$ cat src/rtl/arith_pkg.sv
// Shared arithmetic-unit definitions: controller state encoding and default operand width.
package arith_pkg;

    localparam int MUL_WIDTH = 5;

    typedef enum logic [1:0] {
        IDLE = 2'b00,
        CALC = 2'b01,
        DONE = 2'b10
    } state_e;

endpackage

$ cat src/rtl/shift_register_right.sv
// Parameterised right-shift register with parallel load (load wins over shift).
module shift_register_right #(
    parameter int WIDTH = 11
) (
    input  logic             clk,
    input  logic             rst,
    input  logic             sin,
    input  logic             ld,
    input  logic             shr,
    input  logic [WIDTH-1:0] PI,
    output logic [WIDTH-1:0] PO
);

    logic [WIDTH-1:0] data_q;

    always_ff @(posedge clk or negedge rst) begin
        if (!rst) begin
            data_q <= '0;
        end else if (ld) begin
            data_q <= PI;
        end else if (shr) begin
            data_q <= {sin, data_q[WIDTH-1:1]};
        end
    end

    assign PO = data_q;

endmodule

$ cat src/rtl/seq_shift_add_multiplier.sv
// Sequential unsigned shift-add multiplier: N x N -> 2N product, one multiplier bit per cycle.
//   state | meaning
//   IDLE  | waiting for start, P held
//   CALC  | one add/shift iteration per edge, N iterations
//   DONE  | P valid, done pulses for one cycle
module seq_shift_add_multiplier
    import arith_pkg::*;
#(
    parameter int N = MUL_WIDTH
) (
    input  logic           clk,
    input  logic           rst,
    input  logic           start,
    input  logic [N-1:0]   A,
    input  logic [N-1:0]   B,
    output logic [2*N-1:0] P,
    output logic           busy,
    output logic           done
);

    localparam int AW = 2*N + 1;
    localparam int CW = $clog2(N + 1);

    state_e           state_q, state_d;
    logic [N-1:0]     m_q, m_d;
    logic [CW-1:0]    cnt_q, cnt_d;
    logic [2*N-1:0]   p_q, p_d;

    logic [AW-1:0]    acc;
    logic [AW-1:0]    acc_pi;
    logic [AW-1:0]    acc_shifted;
    logic             acc_ld;
    logic             acc_shr;
    logic [N:0]       sum;

    // ACC = {carry, H, L}; the add is N+1 bits wide so the carry lands in H's MSB after the shift.
    always_comb begin
        sum = {1'b0, acc[2*N-1:N]};
        if (acc[0]) begin
            sum = {acc[AW-1], acc[2*N-1:N]} + {1'b0, m_q};
        end
    end

    assign acc_shifted = {1'b0, sum, acc[N-1:1]};

    // Without an add the iteration is a plain logical shift, so the register shifts in place.
    shift_register_right #(
        .WIDTH (AW)
    ) u_acc (
        .clk (clk),
        .rst (rst),
        .sin (1'b0),
        .ld  (acc_ld),
        .shr (acc_shr),
        .PI  (acc_pi),
        .PO  (acc)
    );

    always_ff @(posedge clk or negedge rst) begin
        if (!rst) begin
            state_q <= IDLE;
            m_q     <= '0;
            cnt_q   <= '0;
            p_q     <= '0;
        end else begin
            state_q <= state_d;
            m_q     <= m_d;
            cnt_q   <= cnt_d;
            p_q     <= p_d;
        end
    end

    always_comb begin
        state_d = state_q;
        m_d     = m_q;
        cnt_d   = cnt_q;
        p_d     = p_q;
        acc_ld  = 1'b0;
        acc_shr = 1'b0;
        acc_pi  = acc_shifted;

        case (state_q)
            IDLE: begin
                if (start) begin
                    acc_ld  = 1'b1;
                    acc_pi  = {1'b0, {N{1'b0}}, B};
                    m_d     = A;
                    cnt_d   = '0;
                    state_d = CALC;
                end
            end
            CALC: begin
                if (acc[0]) begin
                    acc_ld = 1'b1;
                end else begin
                    acc_shr = 1'b1;
                end
                cnt_d = cnt_q + 1'b1;
                if (cnt_q == CW'(N - 1)) begin
                    p_d     = acc_shifted[2*N-1:0];
                    state_d = DONE;
                end
            end
            DONE: begin
                state_d = IDLE;
            end
            default: begin
                state_d = IDLE;
            end
        endcase
    end

    assign P    = p_q;
    assign busy = (state_q == CALC);
    assign done = (state_q == DONE);

endmodule

$ cat config.mk
export PLATFORM = sky130hd
export DESIGN_NAME = seq_shift_add_multiplier
export DESIGN_NICKNAME = d
export VERILOG_FILES = /design/src/rtl/arith_pkg.sv /design/src/rtl/shift_register_right.sv /design/src/rtl/seq_shift_add_multiplier.sv
export SDC_FILE = /design/constraint.sdc
export NUM_CORES = 1
export LEC_CHECK = 0
export BUFFER_PORTS_ARGS = -buffer_cell sky130_fd_sc_hd__buf_2
export CORE_MARGIN = 2
export CORE_UTILIZATION = 45
export CTS_CLUSTER_DIAMETER = 50
export DETAILED_ROUTE_END_ITERATION = 8
export PLACE_DENSITY_LB_ADDON = 0.2
export SETUP_SLACK_MARGIN = 0.2
export SKIP_LAST_GASP = 1
export SYNTH_ARGS = -nofsm -noshare
export SYNTH_HDL_FRONTEND = slang
export SYNTH_HIERARCHICAL = 1
export SYNTH_SLANG_ARGS = --single-unit
$ cat constraint.sdc
create_clock -name clk -period 3.3 [get_ports clk]
set_input_delay 0.825 -clock clk [delete_from_list [all_inputs] [get_ports clk]]
set_output_delay 0.825 -clock clk [all_outputs]
set_load 0.005 [all_outputs]
# After elaboration in Yosys (flattened, before gate mapping)
# Index checks and enable logic that the tools add are counted.
# totals
register_bits	31
output_inout_bits	12
# classes
add_sub_neg	2
eq_ne	5
n_mux	15
n_reduce_logical	7
# ops
cell	n
$mux 11	2
$mux 10	2
$reduce_and 2->1	4
$add 6x5->6	1
$mux 6	1
$pmux 3 s2	1
$mux 1	4
$mux 2	2
$pmux 2 s2	1
$reduce_bool 2->1	2
$add 3x1->3 const B	1
$eq 3x3->1 const B	1
$mux 3	1
$eq 2x1->1 const B	1
$eq 2x2->1 const B	1
$logic_not 2->1	1
$ne 2x1->1 const B	1
$ne 2x2->1 const B	1
$pmux 1 s2	1

# Depth between registers and ports, before layout
# logic_depth
ltp_word	5
depth_mapped	8
ltp_nobuf	8

# By module
# Netlist, hierarchy kept.
# by_module_without_submodules
mod	n_inst	cells_each	area_each_um2	seq_area_each_um2
seq_shift_add_multiplier	1	128	1158.6	500.5
shift_register_right	1	47	503.0	275.3

# Least setup slack after synthesis
# Ideal clock, no wire load.
# synth_timing
path_type	register -> register
from	register u_acc.data_q[5], in the netlist u_acc/PO[5]
to	register u_acc.data_q[8], in the netlist u_acc/PO[8]
setup_time_ns	0.137
arrival_ns	1.800
path_slack_ns	1.363
stages_incl_launch_ff	9
path_buffers	0
cell_sequence	dfrtp_1 > ha_1 > fa_1 > a21o_1 > a21o_1 > a221oi_1 > nor2_1 > nand2_1 > o21ai_0
# synth_between
elab_chain_len	5
# synth_rtl
item	line	text
from (decl)	shift_register_right.sv:14	logic [WIDTH-1:0] data_q;
from (signal assigned)	shift_register_right.sv:22	data_q <= {sin, data_q[WIDTH-1:1]};
$add 6x5->6 (*)	seq_shift_add_multiplier.sv:40	sum = {acc[AW-1], acc[2*N-1:N]} + {1'b0, m_q};
$mux 6 (*)	seq_shift_add_multiplier.sv:39	if (acc[0]) begin
$mux 10	seq_shift_add_multiplier.sv:84	if (start) begin
$mux 10 (*)	seq_shift_add_multiplier.sv:82	case (state_q)
named net acc_pi[8]	seq_shift_add_multiplier.sv:30	logic [AW-1:0] acc_pi;
$mux 11 (*)	shift_register_right.sv:19	end else if (ld) begin
# The timed path passes the listed nets; every way through them passes the cells marked *.
# A chain may end at the register's enable or synchronous reset.

# Worst setup path in the final report
# Same ends and word-level chain as after synthesis.

==> reports/results.txt <==
Residual DRC: 0
Min Hold Slack: 0.476 ns
share of layout cells above drive strength 1: 22.9%
Setup Skew: 0.00424 ns
via count: 1283
CP required: 3.45 ns
Main synth FF type: dfrtp_1
Clock Path Buffers: 2
clk_lat worst skew: 0.28 ns
hold_sp: P[6]$_DFFE_PN0P_
Seq cells post-synth: 31
largest family of logic cells by synthesized area: simple AND/OR/NAND/NOR gates
Synth area leaders: dfrtp_1 (47%), nand2_1 (11%), mux2i_1 (7.8%)
Critical Path Start Type: flop
Die Wd: 64.8 µm
first-pass GRT wire length: 5.84 mm
hold crit path type: reg -> reg
WL per Instance: 13.3 µm
final worst slack: 1.19 ns
Yosys top cell area share: 46.7%
drt first-iter violations: 101
critical path launch point: u_acc/PO[5]$_DFFE_PN0P_
Post-Synthesis Cell Area: 0.00166 mm²
fin crit period: 2.11 ns
Via density: 5.15
Final Max Slew Viols: 0
total track usage: 18.2%
Slew @ Worst Pin: 0.688 ns
post-synthesis sequential area ratio: 46.7%
CP Max Fanout: 4
die area: 0.00419 mm²
post-synthesis xor/xnor area fraction: 1.05%
core footprint: 0.00361 mm²
Peak supply drop: 0.393 mV
nets: 222
ant diodes: 0
CTS Hold Bufs: 0
GPL Wtd Cong: 0.948
mux contribution to synthesized area: 11.2%
Crit path top cell by count: a21o_1
Simple-Gate Fraction of Synth Area: 17.8%
unrepaired setup endpoints after global routing: no
post-route antenna net violation count: 0
chip height: 64.8 µm
FP Rows: 22
synth unique cells: 36
htree depth: 2
kind of critical path: reg -> reg
IO Pins: 25
status: completed
top cells by count, synth: nand2_1 (50), dfrtp_1 (31), mux2i_1 (13)
Post-Syn Area per Cell: 9.49 µm²
largest net degree at the start of global routing: 32
async set-reset flop share out of synthesis: 100%
most common cell in the synthesized netlist: nand2_1
max-cap viol count: 0
worst rel slew slack: 54.1%
final wirelength: 3.31 mm
Syn-to-layout area delta: 14.4%
grt ovf: 0
Post-Synth Adder-Cell Area: 6.48%
fin crit share: 64.0%
Worst R2R Start: u_acc/PO[5]$_DFFE_PN0P_
EDFF count, synth: 0
Top delay family on crit path: compound AO/OA/AOI/OAI gates
Power Dens Cells: 964 mW/mm²
WP buf/inv: 0
FMAX: 0.473 GHz
CTS sink count: 31
pre-CTS worst setup slack: 1.21 ns
DRT Pass-1 Iters: 4
CTS tree: built
Initial Utilization: 46.1%
leading area contributor after synthesis: dfrtp_1
Critical-path top delay cell: fa_1
Synth warnings: 6
Leak: 0.985 nW
Worst Setup End Kind: flop
# setup viols final: 0
Max stage delay on crit path: 0.42 ns
Setup TNS: 0 ns
CP Data Arrival Time: 2.26 ns
root buffer cell: clkbuf_8
Final HPWL DP: 2.41 mm
TritonCTS buffer count: 5
port bufs: 24
Synth Area in Compound Gates: 12.5%
cell count after synthesis: 175
initial antenna violation count: 0
Post-CTS Setup Repair Bufs: 0
vias in the first global route: 1267
worst-path cell chain: ha_1 -> fa_1 -> a21o_1 -> a21o_1 -> a221oi_1 -> nor2_1 -> nand2_1 -> o21ai_0
Hold Violations, Final: 0
post-cts gate resize count: 0
CTS clock-pin slew for the worst setup and hold paths: 0.06 ns
state kept, by name (all words and copies together), names as in the netlist:
name      count
cnt_q         3
state_q       2
u_acc/PO     11
P            10
m_q           5
layout by cell type, fill, tap and decap left out, drive strengths merged:
cell,count
nand2,50
dfrtp,31
buf,26
o21ai,20
mux2i,13
nor2,10
ha,7
clkbuf,6
mux2,5
inv,5
a21oi,3
a21o,3
a211oi,3
and2,2
conb,2
nand3,2
nand2b,1
a221oi,1
o2bb2ai,1
xnor2,1
nor2b,1
or2,1
and3,1
nor4,1
o31ai,1
xor2,1
o41ai,1
fa,1
clkinv,1
report_power, final:
| part | internal [mW] | switching [mW] | leakage [nW] |
|---|---|---|---|
| clock network | 0.163 | 0.130 | 0.0470 |
| logic | 0.384 | 0.473 | 0.543 |
| registers | 0.545 | 0.136 | 0.395 |
worst min-delay path, delay by kind of cell (launching register included):
kind | cells | cell delay, ns
flops | 1 | 0.34
compound gates | 1 | 0.06
simple gates | 1 | 0.04
cells by family (layout without fill, tap and decap cells):
| group | count (synthesis) | after routing |
|---|---|---|
| adder cells (fa/ha/maj) | 8 | 8 |
| other | 1 | 2 |
| buffers and inverters | 13 | 38 |
| XOR/XNOR | 2 | 2 |
| AND/OR/NAND/NOR | 69 | 69 |
| AO/OA/AOI/OAI | 33 | 33 |
| multiplexers | 18 | 18 |
| flip-flops | 31 | 31 |
worst paths after layout:
check | end | slack, ns | cells after the start
worst max-delay path | u_acc/PO[8]$_DFFE_PN0P_ | 1.19 | 8
worst min-delay path | P[6]$_DFFE_PN0P_ | 0.48 | 2
worst max register to register | u_acc/PO[8]$_DFFE_PN0P_ | 1.19 | 8
worst min register to register | P[6]$_DFFE_PN0P_ | 0.48 | 2
max in group asynchronous | P[6]$_DFFE_PN0P_ | 2.26 | 1
min in group asynchronous | m_q[3]$_DFFE_PN0P_ | 0.59 | 1
metal layers:
| layer | vias up | track usage (%) | share of wire [%] |
|---|---|---|---|
| met1 | 616 | 23.5 | 47 |
| met3 | 5 | 3.47 | 3.1 |
| li1 | 638 | - | - |
| met4 | 0 | 6.38 | 1.1 |
| met2 | 24 | 30.4 | 49 |
| met5 | - | 0 | 0 |
per-stage QoR:
stage               utilization (%)  cell area, µm²  std cells  power (mW)
global placement               50.3            1810        242        1.52
finish                         52.7            1900        249        1.83
detailed placement             50.3            1810        242        1.55
global route                   52.7            1900        249        2.01
CTS                            52.7            1900        249        1.85
floorplan                         -            1670        176        1.32
layout make-up:
class | count | area [µm²]
repair buffers | 26 | 135
well taps | 48 | 60.1
clock inverters | 1 | 5.00
clock buffers | 6 | 82.6
multi-input cells | 132 | 823
inverters | 5 | 18.8
flip-flops and latches | 31 | 776
fillers | 337 | 1710
Note: power is estimated with default switching activity, not from simulation.
